**src/rtl/syn_fifo_pkg.sv**
```systemverilog
// rtl/syn_fifo_pkg.sv - shared constants and helpers for the parametrised FIFO
package syn_fifo_pkg;

    localparam int FWFT_OFF = 0;
    localparam int FWFT_ON  = 1;

    // Bits needed to index n distinct values; a minimum of 1 keeps port widths legal.
    function automatic int clog2(input int n);
        int v;
        int r;
        v = n - 1;
        r = 0;
        while (v > 0) begin
            r = r + 1;
            v = v >> 1;
        end
        if (r == 0) r = 1;
        return r;
    endfunction

endpackage

```
**src/rtl/fifo_ram.sv**
```systemverilog
// rtl/fifo_ram.sv - DEPTH x DATA_W storage, synchronous write, asynchronous read
module fifo_ram
    import syn_fifo_pkg::*;
#(
    parameter int DATA_W = 8,
    parameter int DEPTH  = 16
) (
    input  logic                      clk,
    input  logic                      we,
    input  logic [clog2(DEPTH)-1:0]   waddr,
    input  logic [DATA_W-1:0]         wdata,
    input  logic [clog2(DEPTH)-1:0]   raddr,
    output logic [DATA_W-1:0]         rdata
);

    logic [DATA_W-1:0] mem [DEPTH];

    always_ff @(posedge clk) begin
        if (we) begin
            mem[waddr] <= wdata;
        end
    end

    assign rdata = mem[raddr];

endmodule

```
**src/rtl/syn_fifo_param.sv**
```systemverilog
// rtl/syn_fifo_param.sv - parametrised single-clock FIFO with thresholds, sticky flags and FWFT mode
module syn_fifo_param
    import syn_fifo_pkg::*;
#(
    parameter int DATA_W    = 8,
    parameter int DEPTH     = 16,
    parameter int AFULL_TH  = 14,
    parameter int AEMPTY_TH = 2,
    parameter int FWFT      = FWFT_OFF
) (
    input  logic                        clk,
    input  logic                        rst,
    input  logic                        clear_i,
    input  logic                        wr_en_i,
    input  logic [DATA_W-1:0]           data_i,
    output logic                        full_o,
    output logic                        almost_full_o,
    output logic                        overflow_o,
    input  logic                        rd_en_i,
    output logic [DATA_W-1:0]           data_o,
    output logic                        valid_o,
    output logic                        empty_o,
    output logic                        almost_empty_o,
    output logic                        underflow_o,
    output logic [clog2(DEPTH+1)-1:0]   count_o
);

    localparam int ADDR_W = clog2(DEPTH);
    localparam int CNT_W  = clog2(DEPTH + 1);

    logic [ADDR_W-1:0] wr_ptr;
    logic [ADDR_W-1:0] rd_ptr;
    logic [CNT_W-1:0]  count_q;
    logic              ovf_q;
    logic              udf_q;
    logic [DATA_W-1:0] dout_q;
    logic              vld_q;
    logic [DATA_W-1:0] ram_rdata;
    logic              empty;
    logic              full;
    logic              rd_acc;
    logic              wr_acc;

    assign empty  = (count_q == '0);
    assign full   = (count_q == CNT_W'(DEPTH));
    assign rd_acc = rd_en_i && !empty;
    assign wr_acc = wr_en_i && (!full || rd_acc);

    // Explicit wrap so depths that are not a power of two cycle correctly.
    function automatic logic [ADDR_W-1:0] ptr_next(input logic [ADDR_W-1:0] p);
        return (p == ADDR_W'(DEPTH - 1)) ? '0 : p + 1'b1;
    endfunction

    fifo_ram #(
        .DATA_W (DATA_W),
        .DEPTH  (DEPTH)
    ) u_ram (
        .clk   (clk),
        .we    (wr_acc && !clear_i),
        .waddr (wr_ptr),
        .wdata (data_i),
        .raddr (rd_ptr),
        .rdata (ram_rdata)
    );

    always_ff @(posedge clk or posedge rst) begin
        if (rst) begin
            wr_ptr  <= '0;
            rd_ptr  <= '0;
            count_q <= '0;
            ovf_q   <= 1'b0;
            udf_q   <= 1'b0;
            dout_q  <= '0;
            vld_q   <= 1'b0;
        end else if (clear_i) begin
            wr_ptr  <= '0;
            rd_ptr  <= '0;
            count_q <= '0;
            ovf_q   <= 1'b0;
            udf_q   <= 1'b0;
            vld_q   <= 1'b0;
        end else begin
            if (wr_acc) wr_ptr <= ptr_next(wr_ptr);
            if (rd_acc) rd_ptr <= ptr_next(rd_ptr);
            if (wr_acc && !rd_acc) begin
                count_q <= count_q + 1'b1;
            end else if (rd_acc && !wr_acc) begin
                count_q <= count_q - 1'b1;
            end
            if (wr_en_i && !wr_acc) ovf_q <= 1'b1;
            if (rd_en_i && !rd_acc) udf_q <= 1'b1;
            vld_q <= rd_acc;
            if (rd_acc) dout_q <= ram_rdata;
        end
    end

    assign full_o         = full;
    assign empty_o        = empty;
    assign almost_full_o  = (count_q >= CNT_W'(AFULL_TH));
    assign almost_empty_o = (count_q <= CNT_W'(AEMPTY_TH));
    assign overflow_o     = ovf_q;
    assign underflow_o    = udf_q;
    assign count_o        = count_q;

    // FWFT masks the unreset storage while empty so data_o reads 0 after reset.
    assign data_o  = (FWFT == FWFT_ON) ? (empty ? '0 : ram_rdata) : dout_q;
    assign valid_o = (FWFT == FWFT_ON) ? !empty : vld_q;

endmodule

```
**config.mk**
```make
export PLATFORM = sky130hd
export DESIGN_NAME = syn_fifo_param
export DESIGN_NICKNAME = d
export VERILOG_FILES = /design/src/rtl/syn_fifo_pkg.sv /design/src/rtl/fifo_ram.sv /design/src/rtl/syn_fifo_param.sv
export SDC_FILE = /design/constraint.sdc
export NUM_CORES = 1
export LEC_CHECK = 0
export CELL_PAD_IN_SITES_DETAIL_PLACEMENT = 1
export CELL_PAD_IN_SITES_GLOBAL_PLACEMENT = 1
export CORE_ASPECT_RATIO = 1.5
export CORE_MARGIN = 3
export CORE_UTILIZATION = 45
export DETAILED_ROUTE_END_ITERATION = 6
export PLACE_DENSITY_LB_ADDON = 0.15
export SLEW_MARGIN = 20
export SYNTH_ARGS = -nofsm -noshare
export SYNTH_HDL_FRONTEND = slang
export SYNTH_SLANG_ARGS = --single-unit
```
**constraint.sdc**
```tcl
create_clock -name clk -period 2.9 [get_ports clk]
set_input_delay 0.87 -clock clk [delete_from_list [all_inputs] [get_ports clk]]
set_output_delay 0.87 -clock clk [all_outputs]
set_load 0.03 [all_outputs]
```
### Word level (Yosys, flattened, before mapping)

Memories as Yosys holds them, arrays and structs flattened. A register that Yosys moved wholly into a read port is not among the register bits.
Index checks and enable logic that the tools add are counted.

* $add $sub $neg: 4
* bitwise gates (word level): 1
* magnitude comparators: 2
* equal/unequal tests: 3
* reduce and logical (&&, ||, !) cells: 20
* multiplexer cells: 16

Operators with widths (number)
* 2-to-1 mux 4 bit: 6
* 2-to-1 mux 5 bit: 3
* adder 4 x 1 -> 4 bit, second input constant: 2
* == test 4 bit, second input constant: 2
* nonzero test 2 bit: 4
* logical AND 1 bit: 7
* 2-to-1 mux 1 bit: 7
* adder 5 x 1 -> 5 bit, second input constant: 1
* == test 5 bit, second input constant: 1
* >= comparator 5 x 4 -> 1 bit, second input constant: 1
* less-or-equal comparator 5 x 2 -> 1 bit, second input constant: 1
* logical NOT 1 bit: 5
* logical NOT 5 bit: 1
* subtractor 5 x 1 -> 5 bit, second input constant: 1
* nonzero test 3 bit: 1
* AND reduction 2 bit: 1
* logical OR 1 bit: 1
* NOT 1 bit: 1

* flip-flop bits (word level): 16
* RAM bits: 128
* word-level logic and storage cells: 53
* memories kept: 1

Memories
* u_ram.mem: depth 16, width 8, read ports 1, clocked after Yosys merged registers in 1, write ports 1, line fifo_ram.sv:16 `logic [DATA_W-1:0] mem [DEPTH];`

### Depth between registers and ports, before layout

* word-level depth: 10
* depth in mapped cells: 9
* mapped depth without buffers: 8

### Cells and area by module

A second synthesis with hierarchy kept.

* cells, all modules: 342
* area, all modules: 6311.1 sq um

Modules (own cells, without submodules)
* fifo_ram: area an instance 4987.3 sq um, instances 1, cells an instance 221
* syn_fifo_param: area an instance 1323.8 sq um, instances 1, cells an instance 121

### Worst setup path after synthesis

OpenSTA, ideal clock, no wires.

* path kind: register to output
* from: register count_q[4], in the netlist count_o[4]
* to: output almost_empty_o
* stages on the path, launching flop included: 3
* arrival: 2336 ps
* slack: -306 ps
* buffers on the path: 1
* cell sequence: dfrtp_1 > clkbuf_1 > a2111oi_0

* word-level cells in the longest chain between the ends: 1

RTL lines
* from (decl): line syn_fifo_param.sv:33 `logic [CNT_W-1:0] count_q;`
* from (signal assigned): line syn_fifo_param.sv:86 `count_q <= count_q + 1'b1;`
* from (signal assigned): line syn_fifo_param.sv:88 `count_q <= count_q - 1'b1;`
* less-or-equal comparator 5 x 2 -> 1 bit: line syn_fifo_param.sv:100 `assign almost_empty_o = (count_q <= CNT_W'(AEMPTY_TH));`
* to (decl): line syn_fifo_param.sv:23 `output logic almost_empty_o,`

No other way between the ends.

### Final worst setup path

* from: register count_q[3], in the netlist count_o[3]
* to: output empty_o

* word-level cells in the longest chain between the ends: 1

RTL lines
* logical NOT 5 bit: line syn_fifo_param.sv:44 `assign empty = (count_q == '0);`
* to (decl): line syn_fifo_param.sv:22 `output logic empty_o,`

No other way between the ends.

==> PnR_summary.wiki <==
{| class="wikitable"
! Metric !! Value
|-
| Clock-pin slew on the worst setup and hold paths || around 0.060 ns
|-
| Worst-case vdd ir drop || approximately 0.52 mV
|-
| RSZ-0062 raised after global routing || false
|-
| ANT cells || 0
|-
| Post-synthesis net count || 368
|-
| Prevailing post-synth register cell || edfxtp_1
|-
| Global-route track usage on met2 || 36.0%
|-
| Switching power || 1.66 mW
|-
| Y dimension of the die || 151 um
|-
| Finished Core Util || 57.7%
|-
| Number of warnings printed during yosys synthesis || 0
|-
| Die span in x || 102 um
|-
| Antenna violations before repair || 0
|-
| Worst slew margin relative to its limit || between 30% and 40%
|-
| Synth area leaders || edfxtp_1 61%, mux4_2 11%, dfrtp_1 9.6%
|-
| Fmax || 0.359 GHz
|-
| DRC viols || 0
|-
| Final #Nets || 445
|-
| Setup violators final || 0
|-
| Netlist area before placement || 0.00627 mm2
|-
| Routed length per instance || 23.4 um
|-
| Clock Tree Root || clkbuf_16
|-
| Placement Cell Area || 0.00720 mm2
|-
| Seq/Total Area, Yosys || around 71%
|-
| Relative contribution of sequential cells to total power || 42.3%
|-
| Combinational power share || roughly a fifth
|-
| Number of different library cells in the post-synthesis netlist || slightly above 40
|-
| Yosys top cell area share || 61.3%
|-
| Result of the run || complete, no violations
|-
| Share of flip-flops with an asynchronous set or reset after synthesis || between 10% and 20%
|-
| HP Class || flop to flop
|-
| First-pass GRT wire length || 21900 um
|-
| Clock Sink Count || 152
|-
| CP Max Fanout || 7
|-
| Floorplan Core Area || 0.0136 mm2
|-
| Critical Path Sink Type || output pin
|-
| CTS buffer count || 17
|-
| Power Density || 783 mW/mm2
|-
| Tmin final || roughly 2.8 ns
|-
| Sw Share || between 20 and 30%
|-
| Number of iterations in the first detailed-routing pass || 4
|-
| Layout filler cell count || ~1.2k
|-
| Layout Area Growth over Synthesis || 25.1%
|-
| Share of layout cells above drive strength 1 || 26.9%
|-
| Input/output buffers || 32
|-
| Vias in the first global route || about 3.8k
|-
| Total via count after detailed routing || about 3.4k
|-
| Initial DRC Count || 140
|-
| Total grt overflow || 0
|-
| Post-Syn Instances || about 350
|-
| Startpoint kind of the worst setup timing path || flop
|-
| Final number of max-transition violations || 0
|-
| Antenna Nets Post-Route || 0
|-
| Half-perimeter wire length after placement || 9250 um
|-
| Type of the worst setup path || flop to output pin
|-
| Final std cell area, no fill || 0.00784 mm2
|-
| Total of flip-flops plus latches after synthesis || 152
|-
| Most instantiated library cell after synthesis || edfxtp_1
|-
| Commonest cells in the synthesized netlist || 128 x edfxtp_1, 32 x mux4_2, 24 x dfrtp_1
|-
| Global placement routability congestion || 0.793
|-
| Full die area || 0.0154 mm2
|-
| Final clock period utilization by the worst path || 96.1%
|-
| CTS hold repair buffers || 0
|-
| Combined global-route utilization of all metal layers || 19.9%
|-
| CP Data Required Time || 2.03 ns
|-
| Gr busiest metal || met2
|-
| Least-Margin Pin Slew || slightly above 0.9 ns
|-
| Total routed wirelength || 14000 um
|-
| Reported max-cap violation count || 0
|-
| Worst path arrival time || about 1.9 ns
|-
| Clock network fraction of total power || 37.7%
|-
| TritonCTS clock tree || done
|-
| Maximum number of pins on one net before global-route repair || 33
|-
| Mean Syn Cell Area || 18.2 um2
|-
| Count of endpoints failing hold in the final timing report || 0
|-
| Number of standard-cell rows in the floorplan || 52
|-
| Vias per inst || 5.71
|-
| Top-level I/O count || 33
|-
| Overall power after layout || 6.14 mW
|-
| Clk_lat worst skew || 0.42 ns
|-
| Max Buffers Root-to-Sink || 2
|-
| Count of flip-flops with a built-in enable after synthesis || 128
|-
| Most area-hungry cell type in the Yosys netlist || edfxtp_1
|-
| Met1 layer usage reported by global route || a little under a quarter
|-
| Worst setup skew after layout || 0.00928 ns
|-
| Internal power of the cells || ~4.5 mW
|-
| H-Tree Level Count || 4
|-
| Met3 Track Usage GR || 4.45%
|-
| Initial core utilization || between 40 and 50%
|-
| Leakage power || approximately 2.7 nW
|}
-- registers in the layout, indices dropped and copies added (netlist names) --
name,flops
u_ram.mem,128
data_o,8
count_o,5
rd_ptr,4
wr_ptr,4
overflow_o,1
underflow_o,1
valid_o,1
-- final timing paths --
path | startpoint | slack [ns] | endpoint | depth (start not counted)
max | count_o[3] | 0.11 | empty_o | 3
min | data_o[6] | 0.49 | data_o[6] | 2
max reg2reg | count_o[3] | 0.19 | count_o[4] | 8
min reg2reg | data_o[6] | 0.49 | data_o[6] | 2
max in group asynchronous | rst | 1.81 | count_o[2] | 3
min in group asynchronous | rst | 0.81 | count_o[0] | 3
-- final cells by class --
cell class	instances	area [um2]	area share, %
clock inverter	13	196	2.51
multi-input combinational	167	1730	22.1
sequential	152	4450	56.7
inverter	8	30.0	0.383
tap	162	203	2.58
clock buffer	19	433	5.52
timing repair buffer	76	800	10.2
-- power by group through the flow --
stage          registers, mW  logic, mW  clock network [mW]
4_1_cts                 2.60       1.25                2.36
2_1_floorplan           2.78      0.548                   0
3_3_place_gp            2.62       1.21                   0
3_5_place_dp            2.63       1.24                   0
5_1_grt                 2.61       1.34                2.44
6_report                2.60       1.23                2.31
-- worst max-delay path, stage by stage (launching register included) --
cell             delay (ns)
dfrtp_2                0.47
or4_4                  0.57
nor2_1                 0.15
clkdlybuf4s15_2        0.32
-- metal layers --
metal	up-vias	routed length [um]
met4	0	153
met5	-	0
met3	13	468
met2	71	7860
met1	1787	5480
li1	1535	-
-- cell families (layout without fill, tap and decap cells) --
| kind of cell | after synthesis | count (layout) | synth area share, % |
|---|---|---|---|
| flops | 152 | 152 | 70.9 |
| fa+ha+maj | 10 | 10 | 2.12 |
| buf+inv | 26 | 116 | 1.76 |
| simple gates | 59 | 59 | 4.81 |
| compound gates | 40 | 40 | 4.75 |
| xor+xnor | 3 | 3 | 0.419 |
| mux | 55 | 55 | 15.3 |
-- metrics by stage --
| step | TNS (ns) | hold slack, ns | setup slack (ns) | std cells |
|---|---|---|---|---|
| after global routing | 0 | 0.531 | 0.0287 | 597 |
| after detailed placement | -0.0621 | 0.474 | -0.0621 | 565 |
| after CTS | 0 | 0.488 | 0.0525 | 597 |
| after global placement | 0 | 0.469 | 0.0188 | 565 |
| after floorplan | 0 | 0.563 | 0.0233 | 345 |
| final | 0 | 0.486 | 0.113 | 597 |
-- layout by cell type, fill, tap and decap left out, drive strengths merged, types with 2 or more instances in the layout --
cell type,netlist,routed
a31o,2,2
a21oi,11,11
o211ai,4,4
inv,8,10
or4,3,3
buf,6,44
mux2i,18,18
nor2,12,12
nor3,6,6
nor2b,2,2
clkinv,0,6
nand2,14,14
ha,9,9
bufinv,0,4
mux4,32,32
dlygate4sd2,0,2
mux2,5,5
dfrtp,24,24
nand3,3,3
o21ai,6,6
clkdlybuf4s50,0,29
a311o,2,2
and2,11,11
nor4,2,2
edfxtp,128,128
a21o,2,2
o221ai,8,8
clkbuf,12,19
xnor2,2,2
and3,3,3
-- timing repair --
| action | CTS | global route |
|---|---|---|
| resized for setup | 7 | 1 |
| setup endpoints to repair | 3 | 2 |
| buffers inserted | 0 | 0 |
(Power assumes the default switching activity.)
